[src/rtl/mul_seq_pkg.sv]
// mul_seq_pkg: shared definitions for the nibble-serial multiplier sequencer.
//   state_t  - controller state encoding (IDLE, CALC, DONE)
//   NIB      - width of one operand slice fed to the shared 4x4 multiplier
//   steps()  - number of partial products needed for a WIDTH x WIDTH multiply
package mul_seq_pkg;

    typedef enum logic [1:0] {
        IDLE = 2'd0,
        CALC = 2'd1,
        DONE = 2'd2
    } state_t;

    localparam int NIB = 4;

    function automatic int steps(input int width);
        return (width / NIB) * (width / NIB);
    endfunction

endpackage

[src/rtl/mul_4x4.sv]
// mul_4x4: purely combinational 4-bit x 4-bit unsigned multiplier.
//   in_a  in  4  multiplicand nibble
//   in_b  in  4  multiplier nibble
//   out   out 8  in_a * in_b
module mul_4x4 (
    input  logic [3:0] in_a,
    input  logic [3:0] in_b,
    output logic [7:0] out
);

    assign out = in_a * in_b;

endmodule

[src/rtl/mul_seq_ctrl.sv]
// mul_seq_ctrl: WIDTH x WIDTH unsigned multiplier built around a single shared
// mul_4x4. One nibble pair is multiplied per cycle and the shifted partial
// product is added into a 2*WIDTH accumulator.
//   clk        in   1        clock
//   rst        in   1        synchronous active-high reset
//   in_a       in   WIDTH    multiplicand, captured on accept
//   in_b       in   WIDTH    multiplier, captured on accept
//   in_valid   in   1        operand pair offered
//   out_ready  out  1        idle and able to accept (accept = in_valid & out_ready)
//   out_prod   out  2*WIDTH  accumulator / final product
//   out_valid  out  1        out_prod holds a finished product
//   in_ready   in   1        consumer takes the product (handoff = out_valid & in_ready)
//   out_busy   out  1        multiply in progress
module mul_seq_ctrl
    import mul_seq_pkg::*;
#(
    parameter int WIDTH = 8
) (
    input  logic                 clk,
    input  logic                 rst,
    input  logic [WIDTH-1:0]     in_a,
    input  logic [WIDTH-1:0]     in_b,
    input  logic                 in_valid,
    output logic                 out_ready,
    output logic [2*WIDTH-1:0]   out_prod,
    output logic                 out_valid,
    input  logic                 in_ready,
    output logic                 out_busy
);

    localparam int unsigned N      = WIDTH / NIB;
    localparam int          STEPS  = steps(WIDTH);
    localparam int          STEP_W = (STEPS > 1) ? $clog2(STEPS) : 1;
    localparam logic [STEP_W-1:0] LAST_STEP = STEP_W'(STEPS - 1);

    state_t                state_q, state_d;
    logic [STEP_W-1:0]     step_q, step_d;
    logic [2*WIDTH-1:0]    acc_q, acc_d;
    logic [WIDTH-1:0]      a_q, a_d;
    logic [WIDTH-1:0]      b_q, b_d;

    int unsigned           idx_i, idx_j;
    logic [NIB-1:0]        nib_a, nib_b;
    logic [7:0]            pp;
    logic [2*WIDTH-1:0]    pp_shift;

    // Nibble selection: step walks i (a slice) slow and j (b slice) fast.
    always_comb begin
        idx_i = 32'(step_q) / N;
        idx_j = 32'(step_q) % N;
        nib_a = NIB'(a_q >> (NIB * idx_i));
        nib_b = NIB'(b_q >> (NIB * idx_j));
    end

    mul_4x4 u_mul (
        .in_a (nib_a),
        .in_b (nib_b),
        .out  (pp)
    );

    // Partial product is zero-extended to the accumulator width before shifting.
    always_comb begin
        pp_shift = (2*WIDTH)'(pp) << (NIB * (idx_i + idx_j));
    end

    // Controller next-state and datapath updates.
    always_comb begin
        state_d = state_q;
        step_d  = step_q;
        acc_d   = acc_q;
        a_d     = a_q;
        b_d     = b_q;
        case (state_q)
            IDLE: begin
                if (in_valid) begin
                    a_d     = in_a;
                    b_d     = in_b;
                    acc_d   = '0;
                    step_d  = '0;
                    state_d = CALC;
                end
            end
            CALC: begin
                acc_d = acc_q + pp_shift;
                if (step_q == LAST_STEP) begin
                    state_d = DONE;
                end else begin
                    step_d = step_q + STEP_W'(1);
                end
            end
            DONE: begin
                if (in_ready) begin
                    state_d = IDLE;
                end
            end
            default: state_d = IDLE;
        endcase
    end

    // Register stage: control and accumulator are reset, operand latches are not.
    always_ff @(posedge clk) begin
        if (rst) begin
            state_q <= IDLE;
            step_q  <= '0;
            acc_q   <= '0;
        end else begin
            state_q <= state_d;
            step_q  <= step_d;
            acc_q   <= acc_d;
        end
    end

    always_ff @(posedge clk) begin
        a_q <= a_d;
        b_q <= b_d;
    end

    assign out_ready = (state_q == IDLE);
    assign out_busy  = (state_q == CALC);
    assign out_valid = (state_q == DONE);
    assign out_prod  = acc_q;

endmodule

[config.mk]
export PLATFORM = sky130hd
export DESIGN_NAME = mul_seq_ctrl
export DESIGN_NICKNAME = d
export VERILOG_FILES = /design/src/rtl/mul_seq_pkg.sv /design/src/rtl/mul_4x4.sv /design/src/rtl/mul_seq_ctrl.sv
export SDC_FILE = /design/constraint.sdc
export NUM_CORES = 1
export LEC_CHECK = 0
export CAP_MARGIN = 25
export CORE_ASPECT_RATIO = 0.7
export CORE_MARGIN = 4
export CORE_UTILIZATION = 55
export DETAILED_ROUTE_END_ITERATION = 10
export PLACE_DENSITY = 0.81
export SYNTH_ARGS = -nofsm -noshare
export SYNTH_HDL_FRONTEND = slang
export SYNTH_SLANG_ARGS = --single-unit
export TNS_END_PERCENT = 100
[constraint.sdc]
create_clock -name clk -period 11.9 [get_ports clk]
set_input_delay 2.38 -clock clk [delete_from_list [all_inputs] [get_ports clk]]
set_output_delay 2.38 -clock clk [all_outputs]
set_load 0.02 [all_outputs]
# Yosys cells after proc, flatten, opt, wreduce, memory -nomap -nowiden
# Index checks and enable logic that the tools add are counted.
dict set report word_totals {
  ff_bits 36
  output_inout_bits 19
  wordCells 34
  inputBits 20
}
dict set report classes {
  n_eq_ne 7
  shift 3
  n_mul 1
  muxes 9
  n_reduce_logical 6
  n_addsub 3
}
# cell n
set ops {}
lappend ops {{$pmux W16 S2} 1}
lappend ops {{$add A16 B16 Y16} 1}
lappend ops {{$mux W16} 1}
lappend ops {{$shl A8 B4 Y16} 1}
lappend ops {{$shr A8 B3 Y4} 2}
lappend ops {{$mux W2} 5}
lappend ops {{$mul A4 B4 Y8} 1}
lappend ops {{$pmux W2 S3} 1}
lappend ops {{$reduce_and A3 Y1} 2}
lappend ops {{$eq A2 B2 Y1 const B} 2}
lappend ops {{$ne A2 B1 Y1 const B} 2}
lappend ops {{$ne A2 B2 Y1 const B} 2}
lappend ops {{$pmux W2 S2} 1}
lappend ops {{$reduce_and A2 Y1} 2}
lappend ops {{$add A1 B1 Y2} 1}
lappend ops {{$add A2 B1 Y2 const B} 1}
lappend ops {{$eq A2 B1 Y1 const B} 1}
lappend ops {{$logic_not A2 Y1} 1}
lappend ops {{$reduce_bool A2 Y1} 1}

# Longest topological paths before layout
dict set report depth {
  depth_word 5
  mapped_depth 20
  depth_no_buf 19
}

# Modules after synthesis
# A second synthesis with hierarchy kept.
dict set report unflattened {
  cells_unflattened 265
  area_unflattened_um2 2620.0
}
# mod area_each_um2 cells_per_inst n_inst seq_area_each_um2
set by_module_without_submodules {}
lappend by_module_without_submodules {mul_seq_ctrl 2170.8 214 1 880.8}
lappend by_module_without_submodules {mul_4x4 449.2 51 1 0.0}

# Least setup slack after synthesis
# Ideal clock, no wire load.
dict set report synth_timing {
  path_type {reg2reg}
  start {reg step_q[0]}
  end {reg acc_q[9], in the netlist out_prod[9]}
  path_stages_with_launch 21
  path_buffers 1
  synth_period_minus_slack_ps 4760
  setup_time_ps 117
  required_ps 11783
  setup_slack_ps 7140
  arrival_time_ps 4644
  cell_sequence {dfxtp_1 clkbuf_1 mux2i_1 or2_2 fa_1 inv_1 fa_1 inv_1 fa_1 o21bai_1 a21oi_1 xnor2_1 mux2i_1 nor2_1 ha_1 a2111oi_0 o21ai_1 o21ai_0 o21ai_1 xor2_1 a22o_1}
}
dict set report synth_between {
  elab_chain_len 5
  elab_cells_between_ends 6
  cone_classes {add/sub: 2; mul: 1; shift: 2; mux: 1}
}
# item line
set synth_lines {}
lappend synth_lines {{start, declared} mul_seq_ctrl.sv:37} ;# logic [STEP_W-1:0] step_q, step_d;
lappend synth_lines {{start signal, assigned} mul_seq_ctrl.sv:108} ;# step_q <= step_d;
lappend synth_lines {{$shr A8 B3 Y4} mul_seq_ctrl.sv:52} ;# nib_b = NIB'(b_q >> (NIB * idx_j));
lappend synth_lines {{$mul A4 B4 Y8} mul_4x4.sv:11} ;# assign out = in_a * in_b;
lappend synth_lines {{$shl A8 B4 Y16 *} mul_seq_ctrl.sv:63} ;# pp_shift = (2*WIDTH)'(pp) << (NIB * (idx_i + idx_j));
lappend synth_lines {{$add A16 B16 Y16 *} mul_seq_ctrl.sv:84} ;# acc_d = acc_q + pp_shift;
lappend synth_lines {{$pmux W16 S2 *} mul_seq_ctrl.sv:73} ;# case (state_q)
lappend synth_lines {{end signal, assigned} mul_seq_ctrl.sv:105} ;# acc_q <= '0;
lappend synth_lines {{end signal, assigned} mul_seq_ctrl.sv:109} ;# acc_q <= acc_d;
lappend synth_lines {{end, declared} mul_seq_ctrl.sv:38} ;# logic [2*WIDTH-1:0] acc_q, acc_d;
# Mark *: on every way between the ends. The rest lies on a longest branch, timed or not.
# A chain may end at the register's enable or synchronous reset.

# Worst setup path in the final report
dict set report layout_timing {
  start {reg step_q[1]}
  end {reg acc_q[15], in the netlist out_prod[15]}
}
dict set report layout_between {
  elab_chain_len 5
  elab_cells_between_ends 6
  cone_classes {add/sub: 2; mul: 1; shift: 2; mux: 1}
}
# item line
set layout_lines {}
lappend layout_lines {{$shr A8 B3 Y4} mul_seq_ctrl.sv:51} ;# nib_a = NIB'(a_q >> (NIB * idx_i));
lappend layout_lines {{$mul A4 B4 Y8} mul_4x4.sv:11}
lappend layout_lines {{$shl A8 B4 Y16 *} mul_seq_ctrl.sv:63}
lappend layout_lines {{$add A16 B16 Y16 *} mul_seq_ctrl.sv:84}
lappend layout_lines {{$pmux W16 S2 *} mul_seq_ctrl.sv:73}
# Marks and branches as above.

==> impl_metrics.ini <==
[final_layout]
nNetsFinal = 376
n_antenna_cell = 0
syn_to_final_growth_pct = 19.10
fill_cells = 365
drive_gt1_frac = 0.04630

[global_route]
gr-total-overflow = 0
grt_first_pass_wirelength_mm = 10.24
grt_pass1_vias = 2120
grt_usage = 0.2161
antenna_found_initial = 0
grt_max_degree = 21

[clock_tree]
cts_resized = 0
h-tree-depth = 2
root_buffer = clkbuf_8
cts_tree = done
ctsHoldBuffers = 0
insertion_delay_ns = 0.29
cts_made_buffers = 5
clk_pin_slew_ns = 0.07
clock_path_buffers = 2
clock-sinks = 36
cts_setup_buffers = 0

[power_and_ir_drop]
powerDensity_nw_per_um2 = 120.0
ir_drop_mv = 0.07364
p_leak_nw = 1.356

[floorplan]
die-area_um2 = 5977
ioPinCount = 39
core_area_um2 = 4479
num_rows = 20
die_w_um = 90.71
start_util = 0.5880
fp.dieH_um = 65.90

[sta]
hold_violations = 0
fin_crit_ns = 5.257
finalSetupTns_ns = 0
finalSetupViolCount = 0
slew_viol_final = 0
fin_hold_ws_ns = 0.4823
tightestPinTransition_ns = 0.7804
rsz0062_at_grt = false
slew_headroom = 0.4797
fin_skew_ns = 0.001799
post-route-period-util = 0.4418
timing.fmax_mhz = 190.2

[route]
viasPerCell = 5.974
ant_nets = 0
drc_errors = 0
vias = 2264
routed_wl_mm = 6.033
dr.pass1.iters = 5
wl_per_cell_um = 15.92
drtIter0Drc = 182

[critical_path]
path_delay_family = adder cells
endpoint_kind = flip-flop
cp.arrival_ns = 5.50
cp_slowest_cell = fa_1
critPathKind = flip-flop to flip-flop
cpPeakStageDelay_ns = 0.55
start_kind = flip-flop
crit_top_cell = fa_1
crit_fanout = 6
crit_chain = mux2i_1 -> or2_2 -> fa_1 -> inv_1 -> fa_1 -> inv_1 -> fa_1 -> o21bai_1 -> a21oi_1 -> xnor2_1 -> mux2i_1 -> nor2_1 -> ha_1 -> a2111oi_0 -> o21ai_1 -> o211ai_1 -> a21oi_1 -> or3_1 -> nand3_1
critPathRequiredTime_ns = 12.14
path_buf_inv = 2

[logic_synthesis]
synth_seq_area_share = 0.3344
synth.distinct_cells = 51
synth_commonest_cells = nor2_1 (40), ha_1 (28), dfxtp_1 (20), edfxtp_1 (16)
synth_area_per_cell_um2 = 9.209
synth_edf_count = 16
synth_top_cell_by_area = edfxtp_1
yosysMostFrequentCell = nor2_1
ys.flop_type = dfxtp_1
synth_seq_cells = 36
ys_warn_count = 0
yosysTopAreaCellShare = 0.1824
syn_nets = 339
synth_cells = 286
yosys-top-cells-area = edfxtp_1 (18%), dfxtp_1 (15%), ha_1 (13%)
synthArstFlopShare = 0
syn_area_um2 = 2634

[placement]
gp_congestion = 0.9914
dp_hpwl_mm = 4.746
port_buffers = 38

[run]
drv_cap = 0

[run_status]
status = finished clean

[hold_path]
hp-class = flip-flop to flip-flop
-- layout make-up --
| cell class | count | area, µm² | share of cell area |
|---|---|---|---|
| multi-input cells | 229 | 1670 | 0.5325 |
| flip-flops and latches | 36 | 880.8 | 0.2808 |
| repair buffers | 38 | 380.4 | 0.1213 |
| clock buffers | 5 | 68.82 | 0.02194 |
| well taps | 55 | 68.82 | 0.02194 |
| inverters | 13 | 48.80 | 0.01556 |
| clock inverters | 3 | 18.77 | 0.005983 |
-- worst min-delay path, stage by stage, from the launching register on --
cell and delay, ns:
dfxtp_1 0.33, nand2_1 0.05, o21ai_0 0.06
-- power breakdown --
| part | internal (W) | switching (W) | leakage, nW |
|---|---|---|---|
| combinational | 0.0000624 | 0.0000837 | 0.993 |
| sequential | 0.000137 | 0.00000580 | 0.315 |
| clock | 0.0000408 | 0.0000465 | 0.0479 |
-- cells in the final DEF, fill, tap and decap left out, types with 2 or more instances in the layout --
| cell | count |
|---|---|
| nand4_1 | 2 |
| clkdlybuf4s50_1 | 38 |
| inv_1 | 12 |
| xnor2_1 | 5 |
| a211oi_1 | 2 |
| nand3_1 | 6 |
| a21o_1 | 8 |
| clkbuf_8 | 5 |
| o211ai_1 | 2 |
| nor2_1 | 40 |
| a22o_1 | 2 |
| nor3b_1 | 3 |
| o21ai_1 | 3 |
| a21oi_1 | 14 |
| nand2b_1 | 6 |
| nor3_1 | 6 |
| ha_1 | 28 |
| dfxtp_1 | 20 |
| nand2_1 | 14 |
| nor2b_1 | 6 |
| a211o_1 | 2 |
| or2_2 | 3 |
| o21bai_1 | 7 |
| a22oi_1 | 10 |
| a31oi_1 | 2 |
| o21ai_0 | 11 |
| and3_1 | 3 |
| xor2_1 | 7 |
| clkinv_2 | 2 |
| fa_1 | 5 |
| mux2i_1 | 13 |
| edfxtp_1 | 16 |
-- flip-flops by register name, summed over array words and instances, names as in the netlist --
signal / count
step_q: 2
a_q: 8
b_q: 8
out_prod: 16
state_q: 2
-- logic make-up after synthesis --
group / after synthesis / synth area share
simple gates: 95 / 0.1720
compound gates: 75 / 0.1976
flops: 36 / 0.3344
fa+ha+maj: 33 / 0.1710
buf+inv: 21 / 0.03135
mux: 14 / 0.05368
xor+xnor: 12 / 0.03990
-- per-layer routing --
metal / global-route usage / up-vias / part of all wire
li1: - / 1123 / -
met1: 0.3352 / 1059 / 0.53
met2: 0.2982 / 75 / 0.40
met3: 0.04778 / 7 / 0.059
met4: 0.05344 / 0 / 0.0088
met5: 0 / - / 0
-- final timing paths --
check | cells after the start | slack [ns] | to | start
setup / recovery | 19 | 6.64 | out_prod[15] | step_q[1]
hold reg to reg | 2 | 0.48 | out_prod[11] | out_prod[11]
hold / removal | 2 | 0.48 | out_prod[11] | out_prod[11]
setup reg to reg | 19 | 6.64 | out_prod[15] | step_q[1]
-- per-stage QoR --
step | area (µm²) | cells | total power, W | utilization | worst slack [ns]
6_report | 3137 | 379 | 0.0003765 | 0.7003 | 6.643
5_1_grt | 3137 | 379 | 0.0004029 | 0.7003 | 6.274
4_1_cts | 3137 | 379 | 0.0003751 | 0.7003 | 6.703
3_5_place_dp | 3049 | 371 | 0.0002879 | 0.6807 | 6.724
3_3_place_gp | 3049 | 371 | 0.0002869 | 0.6807 | 6.838
2_1_floorplan | 2634 | 286 | 0.0002491 | - | 7.140
No activity file was read; power rests on OpenSTA's default activity.
